`src/rtl/gamepad_input_ctrl_pkg.sv`:
```
// Shared definitions for the gamepad input controller: link state encoding
// and counter sizing helpers.
package gamepad_input_ctrl_pkg;

    localparam int unsigned LINK_W = 2;

    typedef enum logic [LINK_W-1:0] {
        HOLD   = 2'd0,
        BOOT   = 2'd1,
        ACTIVE = 2'd2,
        STALE  = 2'd3
    } link_state_t;

    function automatic int unsigned max3(input int unsigned a,
                                         input int unsigned b,
                                         input int unsigned c);
        int unsigned m;
        m = (a > b) ? a : b;
        return (m > c) ? m : c;
    endfunction

    function automatic int unsigned cnt_width(input int unsigned n);
        return (n > 1) ? $clog2(n) : 1;
    endfunction

endpackage

```
`src/rtl/gamepad_input_ctrl_cycle_timer.sv`:
```
// Up-counter with synchronous clear and a loadable terminal value; one
// instance is shared by the hold, boot and frame timeouts.
module cycle_timer #(
    parameter int unsigned WIDTH = 8
) (
    input  logic             i_clk,
    input  logic             i_reset,
    input  logic             i_clear,
    input  logic [WIDTH-1:0] i_term,
    output logic             o_tc
);

    logic [WIDTH-1:0] r_cnt;

    assign o_tc = (r_cnt == i_term);

    always_ff @(posedge i_clk) begin
        if (i_reset || i_clear) begin
            r_cnt <= '0;
        end else begin
            r_cnt <= r_cnt + WIDTH'(1);
        end
    end

endmodule

```
`src/rtl/gamepad_input_ctrl.sv`:
```
// ESP32 link supervisor: sequences the ESP32 enable, tracks frame freshness
// and delivers the merged button state to the system.
module gamepad_input_ctrl
    import gamepad_input_ctrl_pkg::*;
#(
    parameter int unsigned PAD_BUTTONS          = 12,
    parameter int unsigned RESET_HOLD_CYCLES    = 1000000,
    parameter int unsigned BOOT_TIMEOUT_CYCLES  = 50000000,
    parameter int unsigned FRAME_TIMEOUT_CYCLES = 2000000,
    parameter int unsigned MERGE_BOARD          = 1
) (
    input  logic                   clk,
    input  logic                   reset,
    input  logic                   user_reset,
    input  logic                   frame_valid,
    input  logic [PAD_BUTTONS-1:0] frame_data,
    input  logic [PAD_BUTTONS-1:0] board_btn,
    output logic                   esp32_en,
    output logic [PAD_BUTTONS-1:0] pad_btn,
    output logic [LINK_W-1:0]      link_state,
    output logic [7:0]             frame_count
);

    localparam int unsigned CNT_W = cnt_width(max3(RESET_HOLD_CYCLES,
                                                   BOOT_TIMEOUT_CYCLES,
                                                   FRAME_TIMEOUT_CYCLES));
    localparam logic [CNT_W-1:0] HOLD_TERM  = CNT_W'(RESET_HOLD_CYCLES - 1);
    localparam logic [CNT_W-1:0] BOOT_TERM  = CNT_W'(BOOT_TIMEOUT_CYCLES - 1);
    localparam logic [CNT_W-1:0] FRAME_TERM = CNT_W'(FRAME_TIMEOUT_CYCLES - 1);

    link_state_t            r_state;
    link_state_t            w_next_state;
    logic [PAD_BUTTONS-1:0] r_latch;
    logic [PAD_BUTTONS-1:0] w_latch_next;
    logic [PAD_BUTTONS-1:0] w_pad_next;
    logic [CNT_W-1:0]       w_term;
    logic                   w_tc;
    logic                   w_accept;
    logic                   w_clear;

    cycle_timer #(
        .WIDTH (CNT_W)
    ) u_timer (
        .i_clk   (clk),
        .i_reset (reset),
        .i_clear (w_clear),
        .i_term  (w_term),
        .o_tc    (w_tc)
    );

    assign esp32_en   = (r_state != HOLD);
    assign link_state = r_state;

    always_comb begin
        w_accept     = frame_valid && (r_state != HOLD) && !user_reset;
        w_next_state = r_state;
        w_term       = FRAME_TERM;

        case (r_state)
            HOLD: begin
                w_term = HOLD_TERM;
                if (w_tc) w_next_state = BOOT;
            end
            BOOT: begin
                w_term = BOOT_TERM;
                if (frame_valid)  w_next_state = ACTIVE;
                else if (w_tc)    w_next_state = STALE;
            end
            ACTIVE: begin
                if (!frame_valid && w_tc) w_next_state = STALE;
            end
            STALE: begin
                if (frame_valid) w_next_state = ACTIVE;
            end
            default: w_next_state = HOLD;
        endcase

        if (user_reset) w_next_state = HOLD;

        // STALE has no timeout of its own, so the counter idles at zero there.
        w_clear = user_reset || w_accept || w_tc || (r_state == STALE);

        w_latch_next = w_accept ? frame_data : r_latch;

        // pad_btn is registered from the next state so a frame shows up on
        // the very cycle the link reports ACTIVE.
        case (w_next_state)
            HOLD:    w_pad_next = '0;
            ACTIVE:  w_pad_next = (MERGE_BOARD != 0) ? (w_latch_next | board_btn)
                                                     : w_latch_next;
            default: w_pad_next = board_btn;
        endcase
    end

    always_ff @(posedge clk) begin
        if (reset) begin
            r_state     <= HOLD;
            r_latch     <= '0;
            pad_btn     <= '0;
            frame_count <= '0;
        end else begin
            r_state <= w_next_state;
            r_latch <= w_latch_next;
            pad_btn <= w_pad_next;
            if (w_accept) frame_count <= frame_count + 8'd1;
        end
    end

endmodule
```
`config.mk`:
```
export PLATFORM = sky130hd
export DESIGN_NAME = gamepad_input_ctrl
export DESIGN_NICKNAME = d
export VERILOG_FILES = /design/src/rtl/gamepad_input_ctrl_pkg.sv /design/src/rtl/gamepad_input_ctrl_cycle_timer.sv /design/src/rtl/gamepad_input_ctrl.sv
export SDC_FILE = /design/constraint.sdc
export NUM_CORES = 1
export LEC_CHECK = 0
export CORE_MARGIN = 5
export CORE_UTILIZATION = 52
export DETAILED_ROUTE_END_ITERATION = 10
export GPL_ROUTABILITY_DRIVEN = 0
export PLACE_DENSITY = 0.9
export SYNTH_ARGS = -nofsm -noshare
export SYNTH_HDL_FRONTEND = slang
export SYNTH_SLANG_ARGS = --single-unit
```
`constraint.sdc`:
```
create_clock -name clk -period 2.58 [get_ports clk]
set_input_delay 0.516 -clock clk [delete_from_list [all_inputs] [get_ports clk]]
set_output_delay 0.516 -clock clk [all_outputs]
set_load 0.005 [all_outputs]
```
==> results of run 1 <==
## stage by stage
step,area [um2],worst slack (ps)
6_report,3441,390.6
5_1_grt,3441,205.0
4_1_cts,3441,368.0
3_5_place_dp,3238,255.0
3_3_place_gp,3238,330.6
2_1_floorplan,2704,677.3
## per-layer routing
layer | wire length [um] | track usage, % | up-vias
met3 | 507 | 5.098 | 13
met2 | 3059 | 34.65 | 96
met5 | 0 | 0 | -
li1 | - | - | 1135
met1 | 2643 | 23.75 | 1081
met4 | 127 | 11.46 | 0
## cell usage after synthesis (all sizes together), types with 3 or more instances
library cell,instances
clkbuf,5
xnor2,24
dfxtp,60
and3,4
nand3,12
and2,13
a311oi,13
and4,3
xor2,7
buf,8
nand2,12
nor4,5
mux2i,13
nor3,10
inv,21
o21ai,3
nand4,5
nor2,60
## area by class of cell
type | instances | area (um2)
Clock buffer | 12 | 155.1
Multi-Input combinational cell | 207 | 1333
Clock inverter | 4 | 47.55
Fill cell | 411 | 1634
Tap cell | 70 | 87.58
Sequential cell | 60 | 1201
Inverter | 21 | 78.83
Timing Repair Buffer | 55 | 538.0
## worst max-delay path, stage by stage, from the launching register on
cell and delay (ps):
sky130_fd_sc_hd__dfxtp_1 570, sky130_fd_sc_hd__nand2b_1 150, sky130_fd_sc_hd__or4_4 440, sky130_fd_sc_hd__a211oi_2 350
sky130_fd_sc_hd__a22oi_2 250, sky130_fd_sc_hd__a311oi_1 320
## placed cells by master, fill, tap and decap left out, types with 2 or more instances in the layout
cell type / synthesis / final
sky130_fd_sc_hd__a21oi_1: 2 / 2
sky130_fd_sc_hd__a311oi_1: 12 / 12
sky130_fd_sc_hd__and2_1: 13 / 13
sky130_fd_sc_hd__and3_1: 4 / 4
sky130_fd_sc_hd__and4_1: 3 / 3
sky130_fd_sc_hd__buf_4: 3 / 5
sky130_fd_sc_hd__clkbuf_8: 0 / 11
sky130_fd_sc_hd__clkdlybuf4s50_1: 0 / 50
sky130_fd_sc_hd__clkinv_2: 0 / 2
sky130_fd_sc_hd__dfxtp_1: 60 / 60
sky130_fd_sc_hd__ha_1: 2 / 2
sky130_fd_sc_hd__inv_1: 21 / 21
sky130_fd_sc_hd__mux2i_1: 13 / 13
sky130_fd_sc_hd__nand2_1: 11 / 11
sky130_fd_sc_hd__nand3_1: 12 / 12
sky130_fd_sc_hd__nand4_1: 5 / 5
sky130_fd_sc_hd__nor2_1: 58 / 58
sky130_fd_sc_hd__nor3_1: 10 / 10
sky130_fd_sc_hd__nor3b_1: 2 / 2
sky130_fd_sc_hd__nor4_1: 5 / 5
sky130_fd_sc_hd__o21ai_0: 2 / 2
sky130_fd_sc_hd__o21bai_1: 2 / 2
sky130_fd_sc_hd__xnor2_1: 24 / 24
sky130_fd_sc_hd__xor2_1: 7 / 7
## worst paths after layout
path                                        from          endpoint  depth (start not counted)
worst max-delay path               link_state[0]       pad_btn[11]                          5
worst max register to register     link_state[0]       pad_btn[11]                          5
worst min register to register  u_timer.r_cnt[0]  u_timer.r_cnt[0]                          1
worst min-delay path            u_timer.r_cnt[0]  u_timer.r_cnt[0]                          1
## flip-flops by register name (all words and copies together) (netlist names)
register	flops
frame_count	8
link_state	2
pad_btn	12
r_latch	12
u_timer.r_cnt	26
## power by group through the flow
| stage | registers, mW | clock network (mW) | logic [mW] |
|---|---|---|---|
| finish | 0.929 | 0.850 | 0.0812 |
| floorplan | 0.950 | 0 | 0.0289 |
| global placement | 0.950 | 0 | 0.0770 |
| global route | 0.928 | 0.913 | 0.0867 |
| detailed placement | 0.950 | 0 | 0.0799 |
| CTS | 0.929 | 0.864 | 0.0812 |
## logic make-up (layout without fill, tap and decap cells)
logic type	after synthesis	count (layout)	share of synthesized area [%]
xor gates and xnor gates	31	31	10.04
adders and majority gates	2	2	0.9253
AOI/OAI and AO/OA	29	29	9.255
and+or+nand+nor	132	132	24.25
DFF	60	60	44.42
muxes	13	13	4.812
buffers and inverters	34	92	6.293
==> run_results.csv, run 1 <==
group,metric,value,unit
clocking,cts_sinks,60,
setup_path,critical_path_arrival,2420,ps
synthesis,syn_area_per_cell,8.983,um2
power,vdd_ir_drop_max,347.6,uV
synthesis,synth_largest_type_area_fraction,44.42,%
clocking,insertion_delay,340,ps
synthesis,synth.ff_latch_count,60,
synthesis,netlist_cell_types,44,
floorplanning,fp.dieH,82.11,um
sta,slew_viol_final,0,
floorplanning,floorplan_core_area,5075,um2
finish,fin_util,67.80,%
sta,timing.max_slew.rel_slack,53.31,%
sta,clock-skew-final,7.506,ps
power,static-leakage-power,1.178,nW
synthesis,synthesis.nets,331,
grt,grt_start_max_net_pins,27,
grt,wire_length_of_the_first_global_routing_pass,10.48,mm
synthesis,synth.area.top_cells,"sky130_fd_sc_hd__dfxtp_1 44%, sky130_fd_sc_hd__nor2_1 8.1%, sky130_fd_sc_hd__xnor2_1 7.8%, sky130_fd_sc_hd__mux2i_1 4.8%, sky130_fd_sc_hd__a311oi_1 3.9%",
drt,drt_drc_violations_left,0,
grt,number_of_antenna_violations_at_the_first_check_in_global_routing,0,
placement,dp_hpwl,4.585,mm
synthesis,area_leader_netlist,"sky130_fd_sc_hd__dfxtp_1",
setup_path,worst-r2r-setup-slack,390,ps
drt,vias,2325,
setup_path,critPathRequiredTime,2810,ps
synthesis,yosysSeqAreaShare,44.42,%
drt,firstDrtPassIters,4,
synthesis,synth-async-reset-ratio,0,%
synthesis,synthesis_warning_total,0,
clocking,post_cts_resized,0,
power,p_comb_share,4.4,%
run,cap_violations,0,
floorplanning,initial_utilization,53.28,%
placement,placed_cells_incl_taps,413,
sta,setup-tns-final,0,ps
power,internal_power,1.471,mW
finish,area_growth,27.26,%
power,power_switching,0.3892,mW
status,run_status,"complete, no violations",
setup_path,timing.setup.critical_path_class,"reg2reg",
power,cellPowerDensity,540.6,nW/um2
power,share_clk_of_total_power,45.7,%
finish,fraction_of_layout_cells_with_a_size_suffix_above_1,8.078,%
drt,wirelength,6.338,mm
drt,ant_nets,0,
drt,drt_iter0_drc,110,
finish,instances_no_fill,429,
floorplanning,die_width,82.11,um
synthesis,syn-cell-area,2704,um2
clocking,cts_setup_buffers,0,
drt,detail_route.vias_per_cell,5.420,
clocking,cts.reportedPaths.clkPinSlew,70,ps
clocking,cts_root_buffer,"sky130_fd_sc_hd__clkbuf_8",
clocking,cts_tree,"yes",
sta,finalHoldWorstSlack,459.9,ps
sta,setup_violations,0,
clocking,cts.htree.levels,3,
synthesis,ys.flop_type,"sky130_fd_sc_hd__dfxtp_1",
clocking,cts_max_path_buffers,2,
sta,max_freq,456.8,MHz
power,switching_share,20.92,%
finish,antenna_cells,0,
placement,port_buffer_count,50,
hold_path,worst_hold_class,"reg2reg",
setup_path,worstPathMaxFanout,12,
clocking,cts-hold-fix-buffers,0,
sta,period_minus_slack,2189,ps
grt,first_global_vias,2325,
setup_path,type_of_element_capturing_the_critical_path,"register",
floorplanning,floorplan.die_area,6742,um2
grt,grt_util_all_layers,20.55,%
finish,finish.net_count,384,
setup_path,timing.critical_path.from_type,"register",
power,power.share.sequential,49.9,%
floorplanning,pin_count,51,
sta,worst_pin_slew,700.3,ps
synthesis,synthCells,301,
sta,min_period_over_period,84.86,%
sta,hold_viol,0,
floorplanning,floorplan_row_count,26,
power,report.power.total,1.860,mW
synthesis,synth_enable_flop_cells,0,
drt,route.detailed.wl_per_inst,14.77,um
sta,rsz0062_at_grt,"no",
grt,globalRouteOverflowTotal,0,
clocking,cts_inserted_buffers,9,
(Power assumes the default switching activity.)
==> inputs of run 2 (changes only) <==
==> constraint.sdc (replaced) <==
create_clock -name clk -period 2.15 [get_ports clk]
set_input_delay 0.43 -clock clk [delete_from_list [all_inputs] [get_ports clk]]
set_output_delay 0.43 -clock clk [all_outputs]
set_load 0.005 [all_outputs]
==> run_results.csv, run 2 (synthesis gave the netlist of run 1 again) <==
group,metric,value,unit
power,switching_share,19.72,%
grt,grt_start_max_net_pins,27,
clocking,cts_inserted_buffers,9,
drt,wirelength,6.514,mm
setup_path,critical_path_arrival,2270,ps
placement,port_buffer_count,50,
setup_path,timing.critical_path.from_type,"register",
finish,instances_no_fill,431,
finish,multiInputGateArea,1346,um2
floorplanning,die_width,82.11,um
finish,area_growth,30.54,%
power,p_comb_share,4.1,%
sta,max_freq,488.9,MHz
sta,clock-skew-final,8.365,ps
power,share_clk_of_total_power,49.3,%
setup_path,chain_of_cells_forming_the_critical_path,"nand2_2 > or4_4 > a211oi_4 > a22oi_2 > buf_4 > a311oi_1",
sta,timing.max_slew.rel_slack,67.99,%
hold_path,worst_hold_class,"reg2reg",
floorplanning,floorplan_core_area,5075,um2
clocking,cts_sinks,60,
finish,layout_common_cells,"59 x sky130_fd_sc_hd__dfxtp_1, 58 x sky130_fd_sc_hd__nor2_1, 50 x sky130_fd_sc_hd__clkdlybuf4s50_1",
grt,first_global_vias,2364,
clocking,insertion_delay,340,ps
sta,worst_pin_slew,476.4,ps
floorplanning,initial_utilization,53.28,%
status,run_status,"complete, no violations",
power,report.power.total,2.392,mW
setup_path,critPathRequiredTime,2380,ps
sta,setup_violations,0,
finish,filler_cell_count,358,
setup_path,type_of_element_capturing_the_critical_path,"register",
clocking,cts_max_path_buffers,2,
clocking,cts_tree,"yes",
setup_path,timing.setup.critical_path_class,"reg2reg",
sta,slew_viol_final,0,
finish,registers.top_by_ff_count,"u_timer.r_cnt",
grt,number_of_antenna_violations_at_the_first_check_in_global_routing,0,
finish,antenna_cells,0,
power,power_switching,0.4716,mW
power,cellPowerDensity,677.6,nW/um2
power,vdd_ir_drop_max,489.9,uV
sta,period_minus_slack,2045,ps
drt,detail_route.vias_per_cell,5.378,
finish,largest_registers,"u_timer.r_cnt (26), pad_btn (12), r_latch (12)",
grt,gr-usage-met1,21.62,%
power,power.share.sequential,46.6,%
grt,gr-max-usage-layer,"met2",
run,cap_violations,0,
finish,final-seq-area,1202,um2
placement,dp_hpwl,4.359,mm
grt,globalRouteOverflowTotal,0,
floorplanning,pin_count,51,
drt,ant_nets,0,
power,static-leakage-power,1.211,nW
sta,hold_viol,0,
grt,met3_usage,4.989,%
drt,drt_drc_violations_left,0,
drt,route.detailed.wl_per_inst,15.11,um
clocking,cts.reportedPaths.clkPinSlew,60,ps
setup_path,slowest_delay,520,ps
grt,grt_util_all_layers,20.01,%
finish,largest_register_ff_count,26,
clocking,cts.htree.levels,3,
finish,finish.net_count,386,
floorplanning,fp.dieH,82.11,um
grt,wire_length_of_the_first_global_routing_pass,10.38,mm
floorplanning,floorplan_row_count,26,
setup_path,crit_path_top_delay_cell,"sky130_fd_sc_hd__or4_4",
setup_path,worstPathMaxFanout,12,
finish,fraction_of_layout_cells_with_a_size_suffix_above_1,9.141,%
floorplanning,floorplan.die_area,6742,um2
finish,most_common_library_cell_in_the_layout_ignoring_fill_and_taps,"sky130_fd_sc_hd__dfxtp_1",
drt,vias,2318,
drt,drt_iter0_drc,123,
finish,fin_util,69.55,%
clocking,cts_root_buffer,"sky130_fd_sc_hd__clkbuf_8",
sta,min_period_over_period,95.13,%
grt,grt.met2_usage,37.00,%
clocking,cts-hold-fix-buffers,0,
drt,firstDrtPassIters,4,
power,internal_power,1.920,mW
sta,setup-tns-final,0,ps
sta,finalHoldWorstSlack,468.6,ps
placement,placed_cells_incl_taps,414,
==> run 2: timing repair <==
item	4_1_cts	5_1_grt
buffers inserted	0	1
setup endpoints to repair	0	12
resized for setup	0	3
==> run 2: final cells by class <==
type                    instances  share of cell area (%)
multi-input cells             207                   38.14
flip-flops and latches         60                   34.07
repair buffers                 57                   16.38
clock buffers                  13                   4.786
well taps                      70                   2.481
inverters                      21                   2.233
clock inverters                 3                   1.914
==> run 2: worst max-delay path, delay by kind of cell (launching register included) <==
| family | cells | cell delay [ps] |
|---|---|---|
| buf+inv | 1 | 210 |
| compound gates | 3 | 650 |
| simple gates | 2 | 620 |
| flops | 1 | 460 |
==> run 2: per-layer routing <==
layer | wire length, um | part of all wire (%) | up-vias
met5 | 0 | 0 | -
met4 | 104 | 1.6 | 0
met1 | 2747 | 42 | 1102
met2 | 3250 | 50 | 74
met3 | 411 | 6.3 | 11
li1 | - | - | 1131
==> run 2: power groups by stage <==
stage | Combinational [mW] | Clock [mW] | Sequential, mW
2_1_floorplan | 0.0347 | 0 | 1.14
3_3_place_gp | 0.0930 | 0 | 1.14
3_5_place_dp | 0.0954 | 0 | 1.14
4_1_cts | 0.0968 | 1.20 | 1.11
5_1_grt | 0.104 | 1.24 | 1.11
6_report | 0.0973 | 1.18 | 1.11
==> run 2: through the flow <==
| stage | area (um2) | setup WS [ps] |
|---|---|---|
| floorplan | 2704 | 247.3 |
| global placement | 3271 | 118.5 |
| detailed placement | 3271 | 71.88 |
| CTS | 3507 | 70.75 |
| global route | 3530 | -9.981 |
| finish | 3530 | 104.6 |
==> run 2: path summary, 6_finish.rpt <==
kind / start / endpoint / slack [ps] / cells after the start
max: u_timer.r_cnt[22] / pad_btn[5] / 100 / 6
min: u_timer.r_cnt[0] / u_timer.r_cnt[0] / 470 / 1
max reg2reg: u_timer.r_cnt[22] / pad_btn[5] / 100 / 6
min reg2reg: u_timer.r_cnt[0] / u_timer.r_cnt[0] / 470 / 1
